$ cat src/rtl/seg7_pkg.sv
// ----------------------------------------------------------------------------
// seg7_pkg
// Shared constants for the seven-segment scan driver.
//   - HEX_PATTERN : active-low g..a patterns for hex digits 0..F
//   - SEG_DP_BIT  : position of the decimal point in the 8-bit segment bus
//   - SEG_BLANK   : segment bus value with every segment (and DP) dark
//   - SEG_PATTERN_OFF : 7-bit pattern with all of g..a dark
// No ports (package).
// ----------------------------------------------------------------------------
package seg7_pkg;

    typedef logic [3:0] nibble_t;
    typedef logic [6:0] seg_pattern_t;

    localparam int           SEG_DP_BIT      = 7;
    localparam logic [7:0]   SEG_BLANK       = 8'hFF;
    localparam seg_pattern_t SEG_PATTERN_OFF = 7'h7F;

    // Segment order g..a in bits 6..0, a lit segment is 0.
    localparam seg_pattern_t HEX_PATTERN [16] = '{
        7'h40, 7'h79, 7'h24, 7'h30,   // 0 1 2 3
        7'h19, 7'h12, 7'h02, 7'h78,   // 4 5 6 7
        7'h00, 7'h10, 7'h08, 7'h03,   // 8 9 A b
        7'h46, 7'h21, 7'h06, 7'h0E    // C d E F
    };

    function automatic seg_pattern_t hex_to_pattern(input nibble_t nib);
        return HEX_PATTERN[nib];
    endfunction

endpackage

$ cat src/rtl/seg7_hex_decode.sv
// ----------------------------------------------------------------------------
// seg7_hex_decode
// Purely combinational hex nibble to seven-segment pattern decoder.
// Ports:
//   nibble  (in,  4) : hex value 0..F
//   pattern (out, 7) : active-low segments g..a
// ----------------------------------------------------------------------------
module seg7_hex_decode
    import seg7_pkg::*;
(
    input  logic [3:0] nibble,
    output logic [6:0] pattern
);

    assign pattern = hex_to_pattern(nibble);

endmodule

$ cat src/rtl/seg7_scan_driver.sv
// ----------------------------------------------------------------------------
// seg7_scan_driver
// Time-multiplexed driver for N_DIGITS common-anode seven-segment digits.
// Each digit owns a slot of DIV clock cycles; the first BLANK cycles of every
// slot keep all digits dark to avoid ghosting while the digit select moves.
// New values are captured into a pending register on load and only promoted
// to the display register at the frame boundary, so a frame never mixes two
// values.
//
// Ports:
//   clk        (in,  1)          : clock, rising edge
//   rst        (in,  1)          : synchronous active-high reset
//   data_in    (in,  4*N_DIGITS) : hex nibbles, digit 0 at [3:0]
//   dp_mask    (in,  N_DIGITS)   : decimal-point enables, bit k = digit k
//   load       (in,  1)          : capture strobe for data_in / dp_mask
//   seg        (out, 8)          : active-low segments, bit7 = DP, 6:0 = g..a
//   dig_sel    (out, N_DIGITS)   : active-low one-hot digit enable
//   frame_done (out, 1)          : high during the frame-boundary cycle
//
// Build option:
//   SEG7_LEADING_ZERO_BLANK_EN - when defined, digits above the most
//   significant nonzero nibble are blanked (digit 0 always shown, DP kept).
// ----------------------------------------------------------------------------
module seg7_scan_driver
    import seg7_pkg::*;
#(
    parameter int N_DIGITS = 8,
    parameter int DIV      = 50000,
    parameter int BLANK    = 500
) (
    input  logic                  clk,
    input  logic                  rst,
    input  logic [4*N_DIGITS-1:0] data_in,
    input  logic [N_DIGITS-1:0]   dp_mask,
    input  logic                  load,
    output logic [7:0]            seg,
    output logic [N_DIGITS-1:0]   dig_sel,
    output logic                  frame_done
);

    localparam int CNT_W = (DIV > 1) ? $clog2(DIV) : 1;
    localparam int IDX_W = (N_DIGITS > 1) ? $clog2(N_DIGITS) : 1;

    localparam logic [CNT_W-1:0] CNT_LAST  = CNT_W'(DIV - 1);
    localparam logic [CNT_W-1:0] CNT_PRE   = CNT_W'(DIV - 2);
    localparam logic [CNT_W-1:0] CNT_BLANK = CNT_W'(BLANK);
    localparam logic [IDX_W-1:0] IDX_LAST  = IDX_W'(N_DIGITS - 1);

    logic [CNT_W-1:0]      div_cnt;
    logic [IDX_W-1:0]      idx;
    logic                  slot_end;
    logic                  frame_bnd;

    logic [4*N_DIGITS-1:0] pend_data;
    logic [N_DIGITS-1:0]   pend_dp;
    logic [4*N_DIGITS-1:0] disp_data;
    logic [N_DIGITS-1:0]   disp_dp;

    logic [N_DIGITS-1:0]   lz_mask;
    logic [3:0]            cur_nibble;
    logic                  cur_dp;
    logic                  cur_lz;
    logic [6:0]            dec_pattern;
    logic                  active;

    logic [7:0]            seg_p0;
    logic [N_DIGITS-1:0]   dig_sel_p0;
    logic                  frame_done_p0;

    logic [7:0]            seg_p1;
    logic [N_DIGITS-1:0]   dig_sel_p1;
    logic                  frame_done_p1;

    // ---- stage p0: scan counters and value registers ----
    assign slot_end  = (div_cnt == CNT_LAST);
    assign frame_bnd = slot_end && (idx == IDX_LAST);

    always_ff @(posedge clk) begin
        if (rst) begin
            div_cnt <= '0;
            idx     <= '0;
        end else if (slot_end) begin
            div_cnt <= '0;
            idx     <= (idx == IDX_LAST) ? '0 : idx + 1'b1;
        end else begin
            div_cnt <= div_cnt + 1'b1;
        end
    end

    // A load on the boundary cycle goes straight to the display register so
    // it is not delayed by a whole frame.
    always_ff @(posedge clk) begin
        if (rst) begin
            pend_data <= '0;
            pend_dp   <= '0;
            disp_data <= '0;
            disp_dp   <= '0;
        end else begin
            if (load) begin
                pend_data <= data_in;
                pend_dp   <= dp_mask;
            end
            if (frame_bnd) begin
                disp_data <= load ? data_in : pend_data;
                disp_dp   <= load ? dp_mask : pend_dp;
            end
        end
    end

`ifdef SEG7_LEADING_ZERO_BLANK_EN
    // Walk down from the top digit; a digit is blanked while every nibble
    // from it upward is zero. Digit 0 is excluded so "0" still shows.
    always_comb begin
        logic zero_run;
        zero_run = 1'b1;
        lz_mask  = '0;
        for (int k = N_DIGITS - 1; k >= 1; k--) begin
            zero_run   = zero_run && (disp_data[4*k +: 4] == 4'h0);
            lz_mask[k] = zero_run;
        end
    end
`else
    assign lz_mask = '0;
`endif

    always_comb begin
        cur_nibble = 4'h0;
        cur_dp     = 1'b0;
        cur_lz     = 1'b0;
        for (int k = 0; k < N_DIGITS; k++) begin
            if (idx == IDX_W'(k)) begin
                cur_nibble = disp_data[4*k +: 4];
                cur_dp     = disp_dp[k];
                cur_lz     = lz_mask[k];
            end
        end
    end

    seg7_hex_decode u_hex_decode (
        .nibble  (cur_nibble),
        .pattern (dec_pattern)
    );

    assign active = (div_cnt >= CNT_BLANK);

    always_comb begin
        seg_p0     = SEG_BLANK;
        dig_sel_p0 = '1;
        if (active) begin
            seg_p0[SEG_DP_BIT] = ~cur_dp;
            seg_p0[6:0]        = cur_lz ? SEG_PATTERN_OFF : dec_pattern;
            for (int k = 0; k < N_DIGITS; k++) begin
                dig_sel_p0[k] = (idx != IDX_W'(k));
            end
        end
    end

    // frame_done is registered one cycle early so it is high exactly during
    // the boundary cycle itself. DIV >= 2 guarantees idx is already at its
    // last value when div_cnt reaches DIV-2.
    assign frame_done_p0 = (div_cnt == CNT_PRE) && (idx == IDX_LAST);

    // ---- stage p1: registered outputs ----
    always_ff @(posedge clk) begin
        if (rst) begin
            seg_p1        <= SEG_BLANK;
            dig_sel_p1    <= '1;
            frame_done_p1 <= 1'b0;
        end else begin
            seg_p1        <= seg_p0;
            dig_sel_p1    <= dig_sel_p0;
            frame_done_p1 <= frame_done_p0;
        end
    end

    assign seg        = seg_p1;
    assign dig_sel    = dig_sel_p1;
    assign frame_done = frame_done_p1;

endmodule

$ cat config.mk
export PLATFORM = sky130hd
export DESIGN_NAME = seg7_scan_driver
export DESIGN_NICKNAME = d
export VERILOG_FILES = /design/src/rtl/seg7_pkg.sv /design/src/rtl/seg7_hex_decode.sv /design/src/rtl/seg7_scan_driver.sv
export SDC_FILE = /design/constraint.sdc
export NUM_CORES = 1
export LEC_CHECK = 0
export ABC_AREA = 1
export CAP_MARGIN = 10
export CELL_PAD_IN_SITES_DETAIL_PLACEMENT = 1
export CELL_PAD_IN_SITES_GLOBAL_PLACEMENT = 2
export CORE_ASPECT_RATIO = 0.5
export CORE_MARGIN = 2
export CORE_UTILIZATION = 33
export DETAILED_ROUTE_END_ITERATION = 16
export GPL_TIMING_DRIVEN = 1
export PLACE_DENSITY = 0.87
export SKIP_CTS_REPAIR_TIMING = 1
export SYNTH_ARGS = -nofsm -noshare
export SYNTH_HDL_FRONTEND = slang
export SYNTH_HIERARCHICAL = 1
export SYNTH_SLANG_ARGS = --single-unit
export TNS_END_PERCENT = 10
$ cat constraint.sdc
create_clock -name clk -period 2.9 [get_ports clk]
set_input_delay 0.58 -clock clk [delete_from_list [all_inputs] [get_ports clk]]
set_output_delay 0.58 -clock clk [all_outputs]
set_load 0.02 [all_outputs]
; Word level (Yosys, flattened, before mapping)
; Memories as Yosys holds them, arrays and structs flattened. A register that Yosys moved wholly into a read port is not among the register bits.
; Index checks and enable logic that the tools add are counted.
[totals]
reg_bits = 116
mem_bits_ro = 112
inputBits = 43
memories = 1
[op_classes]
addsub = 2
magnitude_cmp = 2
eq_ne = 16
mux = 21
n_bitwise = 3
n_reduce_logical = 6
[mem_list]
columns = name, depth, word_bits, rd, rd_ports_with_merged_regs, write_ports, line
row1 = (no name shown), 16, 7, 1, 1, 0, seg7_pkg.sv:28  ; return HEX_PATTERN[nib];
[op_table]
columns = cell, count
row1 = "16-bit == test, second input constant", 2
row2 = 32-bit 2-to-1 mux, 1
row3 = 4-bit 2-to-1 mux, 8
row4 = "16-bit by 1-bit adder with 16-bit output, second input constant", 1
row5 = "16-bit by 9-bit greater-or-equal comparator with 1-bit output, second input constant", 1
row6 = 7-bit 2-to-1 mux, 2
row7 = "3-bit == test, second input constant", 4
row8 = "3-bit inequality test, second input constant", 4
row9 = 1-bit 2-to-1 mux, 8
row10 = 8-bit 2-to-1 mux, 1
row11 = "3-bit by 2-bit == test with 1-bit output, second input constant", 2
row12 = "3-bit by 2-bit inequality test with 1-bit output, second input constant", 2
row13 = "5-bit greater-or-equal comparator, second input constant", 1
row14 = 4-bit NOT with 5-bit output, 1
row15 = 2-bit OR reduction, 2
row16 = "3-bit by 1-bit adder with 3-bit output, second input constant", 1
row17 = "3-bit by 1-bit == test with 1-bit output, second input constant", 1
row18 = 3-bit zero test, 1
row19 = 3-bit 2-to-1 mux, 1
row20 = "3-bit by 1-bit inequality test with 1-bit output, second input constant", 1
row21 = 3-bit nonzero test, 1
row22 = 1-bit logical AND, 2
row23 = 1-bit NOT, 2

; Logic depth before layout (Yosys ltp)
[logic_depth]
depth_word = 13
depth_mapped = 21

; Hierarchy
; The synthesis kept the hierarchy.
[modules_own_cells]
columns = mod, n_inst, cells_each, area_each_um2
row1 = seg7_scan_driver, 1, 602, 4942.2
row2 = seg7_hex_decode, 1, 53, 285.3

; Worst setup path after synthesis
; Ideal clock, no wire load.
[synth_timing]
path_type = register -> register
from = register idx[1]
to = register seg_p1[3] (netlist: seg[3])
setup_ns = 0.120
t_arrival_ns = 2.170
required_ns = 2.780
setup_slack_ns = 0.610
stages_incl_launch_ff = 19
n_path_buf = 0
synth_period_minus_slack_ns = 2.290
cell_sequence = dfxtp_1 > inv_1 > ha_1 > inv_1 > nor2_1 > nand2_1 > nand3_1 > nand3_1 > nand3_1 > nand2_1 > nand2_1 > nand2_1 > nand2_1 > inv_1 > ha_1 > nand2_1 > nand3_1 > nand2_1 > or2_1
[synth_via]
elab_chain_cells = 10
elab_cells_between_ends = 17
[synth_lines]
columns = element, line
row1 = "start, declared", seg7_scan_driver.sv:50  ; logic [IDX_W-1:0] idx;
row2 = "start signal, assigned", seg7_scan_driver.sv:84  ; idx <= (idx == IDX_LAST) ? '0 : idx + 1'b1;
row3 = 3-bit zero test, seg7_scan_driver.sv:131  ; if (idx == IDX_W'(k)) begin
row4 = 4-bit 2-to-1 mux (7 in series), seg7_scan_driver.sv:131
row5 = 4-bit 2-to-1 mux *, seg7_scan_driver.sv:131
row6 = via cur_nibble[0], seg7_scan_driver.sv:60  ; logic [3:0] cur_nibble;
row7 = 4-bit NOT with 5-bit output (implied by the code) *, seg7_pkg.sv:28
row8 = "end, declared", seg7_scan_driver.sv:70  ; logic [7:0] seg_p1;
; The timed path passes the listed nets; every way through them passes the cells marked *.
; A chain may end at the register's enable or synchronous reset.

; Worst setup path after layout
[layout_timing]
from = register idx[0]
to = register seg_p1[6] (netlist: seg[6])
; Same word-level chain as after synthesis.

==> impl_metrics.ini <==
[outcome]
status = complete, no violations

[detailed_routing]
detail_route.iter0.violations = 194
dr.max_layer_used = met4
drcViolationCount = 0
antenna_violating_nets_post_route = 0
drt_wl_total_um = 13300
vias_per_cell = 4.63
vias = 4311
wl_met2_um = 6050
total_routed_wire_length_on_the_met1_layer_um = 6690
dr.pass1.iters = 4
wl_met3_um = 377
avgRoutedWirePerCell_um = 14.3

[clocking]
max-clock-path-buffers = 2
tritoncts = yes
cts-buffers-inserted = 17
clk_root_buffer_cell = clkbuf_16
cts.clk_slew.worst_paths_ns = 0.06
insertion_delay_ns = 0.42
h-tree-depth = 4
cts_sinks = 116

[worst_setup_path]
worstPathCellList = inv_1 -> ha_1 -> inv_1 -> nor2_2 -> inv_2 -> or2_0 -> nand3_1 -> nand3_1 -> nand2_1 -> nand2_1 -> nand2_1 -> nand2_2 -> ha_1 -> nand2_1 -> o21ai_1 -> nand2_1 -> nand2_1 -> or2_1
crit_path_start_kind = register
top_fanout_value_on_the_critical_path = 9
critPathMostFrequentCell = nand2_1
worstSetupPathDepth = 18
critPathArrivalTime_ns = 2.87
r2r_start = idx[0]
critical-path-max-stage-delay_ns = 0.34
rr_worst_depth = 18
critical-path-top-delay-family = simple AND/OR/NAND/NOR gates
reg2reg_setup_slack_ns = 0.33
worst_r2r_endpoint = seg[6]
critPathRequiredTime_ns = 3.20
critical_path_slowest_stage_cell = dfxtp_1
endpoint_kind = register
path_class = register to register
crit_buf_inv = 3

[yosys]
synth.ff_latch_count = 116
synth.avg_cell_area_sq_um = 7.98
number_of_enable_type_register_cells_in_the_synthesized_netlist = 0
yosys.cell_count.top_type = nand2_1
synth_simple_gate_area_frac = 0.254
synth_compound_gate_area_share = 0.154
asyncSetResetFlopFracSynth = 0
synth_top_cells_by_area = dfxtp_1 44%, o22ai_2 9.6%, nand2_1 9.2%, nor2_1 7.4%, ha_1 3.8%
yosys.area.top_type = dfxtp_1
synth.distinct_cells = 34
synth-warning-count = 6
yosys_most_used_dff = dfxtp_1
mappedNetlistArea_sq_um = 5230
synthDominantCellAreaShare = 0.444
synth_top_family_by_area = simple AND/OR/NAND/NOR gates
synthesis.instances = 655
synth-xor-area-share = 0.00838
synth_fa_ha_area_frac = 0.0383
synth.mux.area_fraction = 0
synth.cells.most_frequent = 128 x nand2_1, 116 x dfxtp_1, 103 x nor2_1
yosysSeqAreaShare = 0.444
synth_nets = 714

[finish]
design.final.nets = 773
final_layout_size_suffix_gt1_frac = 0.209
fillCellCount = 1826
final_cell_area_sq_um = 6600
utilization = 0.427
synthToLayoutAreaGrowth_pct = 26.3
insertedDiodeCount = 0

[die]
dieWidth_um = 182
dieArea_sq_um = 16900
starting_utilization_of_the_core_area = 0.338
floorplan.io_pins = 60
core_area_sq_um = 15500
core.rowCount = 32
dieHeight_um = 93.0

[hold_path]
worstHoldStart = div_cnt[0]
class_of_the_tightest_hold_or_removal_check = register to register
hold_path_depth = 1
hold_path_end = div_cnt[0]

[sta]
achievable-frequency_mhz = 389
clock_skew_ns = 0.0106
final_number_of_hold_violating_endpoints = 0
sum_of_negative_setup_slack_ns = 0
finalCriticalPeriod_ns = 2.57
maxSlewHeadroom = 0.535
timing.final.crit_share = 0.885
final-setup-viol-count = 0
rsz0062_at_grt = false
worstMarginPinSlew_ns = 0.697
maxSlewViolCount = 0

[flow_run]
cap_viol_max_count = 0

[global_routing]
pin_count_of_the_biggest_net_entering_global_routing = 41
first_global_vias = 4433
number_of_antenna_violations_at_the_first_check_in_global_routing = 0
final_global_route_overflow_total = 0
grt_pass1_wl_um = 22000
grtUsageTotal = 0.166

[pwr]
clock_power_share = 0.541
internal-power_mw = 3.11
sequential_share_of_power = 0.412
irDropWorstVdd_v = 0.000381
p_leak_nw = 3.12
totalPowerFinal_mw = 4.00
power-per-cell-area_nw_per_um2 = 605
power_switching_share = 0.223
power.net_switching_mw = 0.890
comb_power_share = 0.047

[placement]
placement.cell_area_sq_um = 5980
detailedPlacementHpwl_um = 9030
place.port_buffers = 59
final_gp_congestion = 0.789
stage by stage:
stage	std cells	hold WS, ns	setup slack [ns]
CTS	931	0.476	0.0479
detailed placement	899	0.464	0.173
finish	931	0.466	0.332
global route	931	0.497	0.0238
floorplan	655	0.430	0.610
global placement	899	0.448	0.330
state kept, by name, summed over array words and instances, names as in the netlist:
| register | count |
|---|---|
| pend_dp | 8 |
| div_cnt | 16 |
| dig_sel | 8 |
| idx | 3 |
| pend_data | 32 |
| disp_data | 32 |
| seg | 8 |
| disp_dp | 8 |
| frame_done | 1 |
cell usage in the layout (no fill, tap or decap), types with 2 or more instances in the layout:
cell type,netlist,layout
nand2_1,128,126
dfxtp_1,116,115
nor2_1,103,101
clkdlybuf4s50_1,0,59
inv_2,47,50
inv_1,45,42
o22ai_2,40,40
nand3_1,34,34
o21ai_0,33,33
a21oi_1,17,17
clkbuf_16,0,17
ha_1,16,16
or2_1,7,7
nand2_2,4,6
clkinv_2,1,5
o21ai_1,5,5
nor3_1,5,5
xor2_1,5,5
buf_4,0,5
nor3_2,4,4
clkinvlp_4,0,4
or2_0,3,3
nand2_4,3,3
bufinv_16,0,3
nor2_4,1,2
o21a_1,2,2
clkbuf_8,0,2
clkinv_4,0,2
buf_12,0,2
area by class of cell:
cell class	instances	area, sq um	area share
clock buffer	19	453	0.0686
clock inverter	13	158	0.0239
inverter	93	350	0.0531
multi-input combinational	420	2390	0.363
sequential	116	2320	0.352
tap	204	255	0.0387
timing repair buffer	66	668	0.101
layer usage:
| layer | global-route usage | up-vias |
|---|---|---|
| met5 | 0 | - |
| met4 | 0.0605 | 0 |
| met3 | 0.0397 | 23 |
| met2 | 0.277 | 56 |
| met1 | 0.211 | 2043 |
| li1 | - | 2189 |
power by group through the flow:
stage / registers, mW / logic [mW] / clock network (mW)
floorplan: 1.68 / 0.104 / 0
global placement: 1.68 / 0.184 / 0
detailed placement: 1.68 / 0.188 / 0
CTS: 1.65 / 0.190 / 2.21
global route: 1.65 / 0.211 / 2.28
finish: 1.65 / 0.187 / 2.16
how the worst max path moves through the flow:
stage	slack, ns	to	start
floorplan	0.61	seg[3]	idx[1]
global placement	0.33	seg[3]	idx[1]
detailed placement	0.17	seg[3]	idx[0]
CTS	0.05	seg[3]	idx[0]
global route	0.02	seg[6]	idx[0]
finish	0.33	seg[6]	idx[0]
kinds of logic (layout without fill, tap and decap cells):
logic type,count (synthesis),after routing
simple gates,300,300
buf+inv,119,191
flops,116,116
compound gates,99,99
fa+ha+maj,16,16
xor+xnor,5,5
Power figures use the tool's default switching activity.
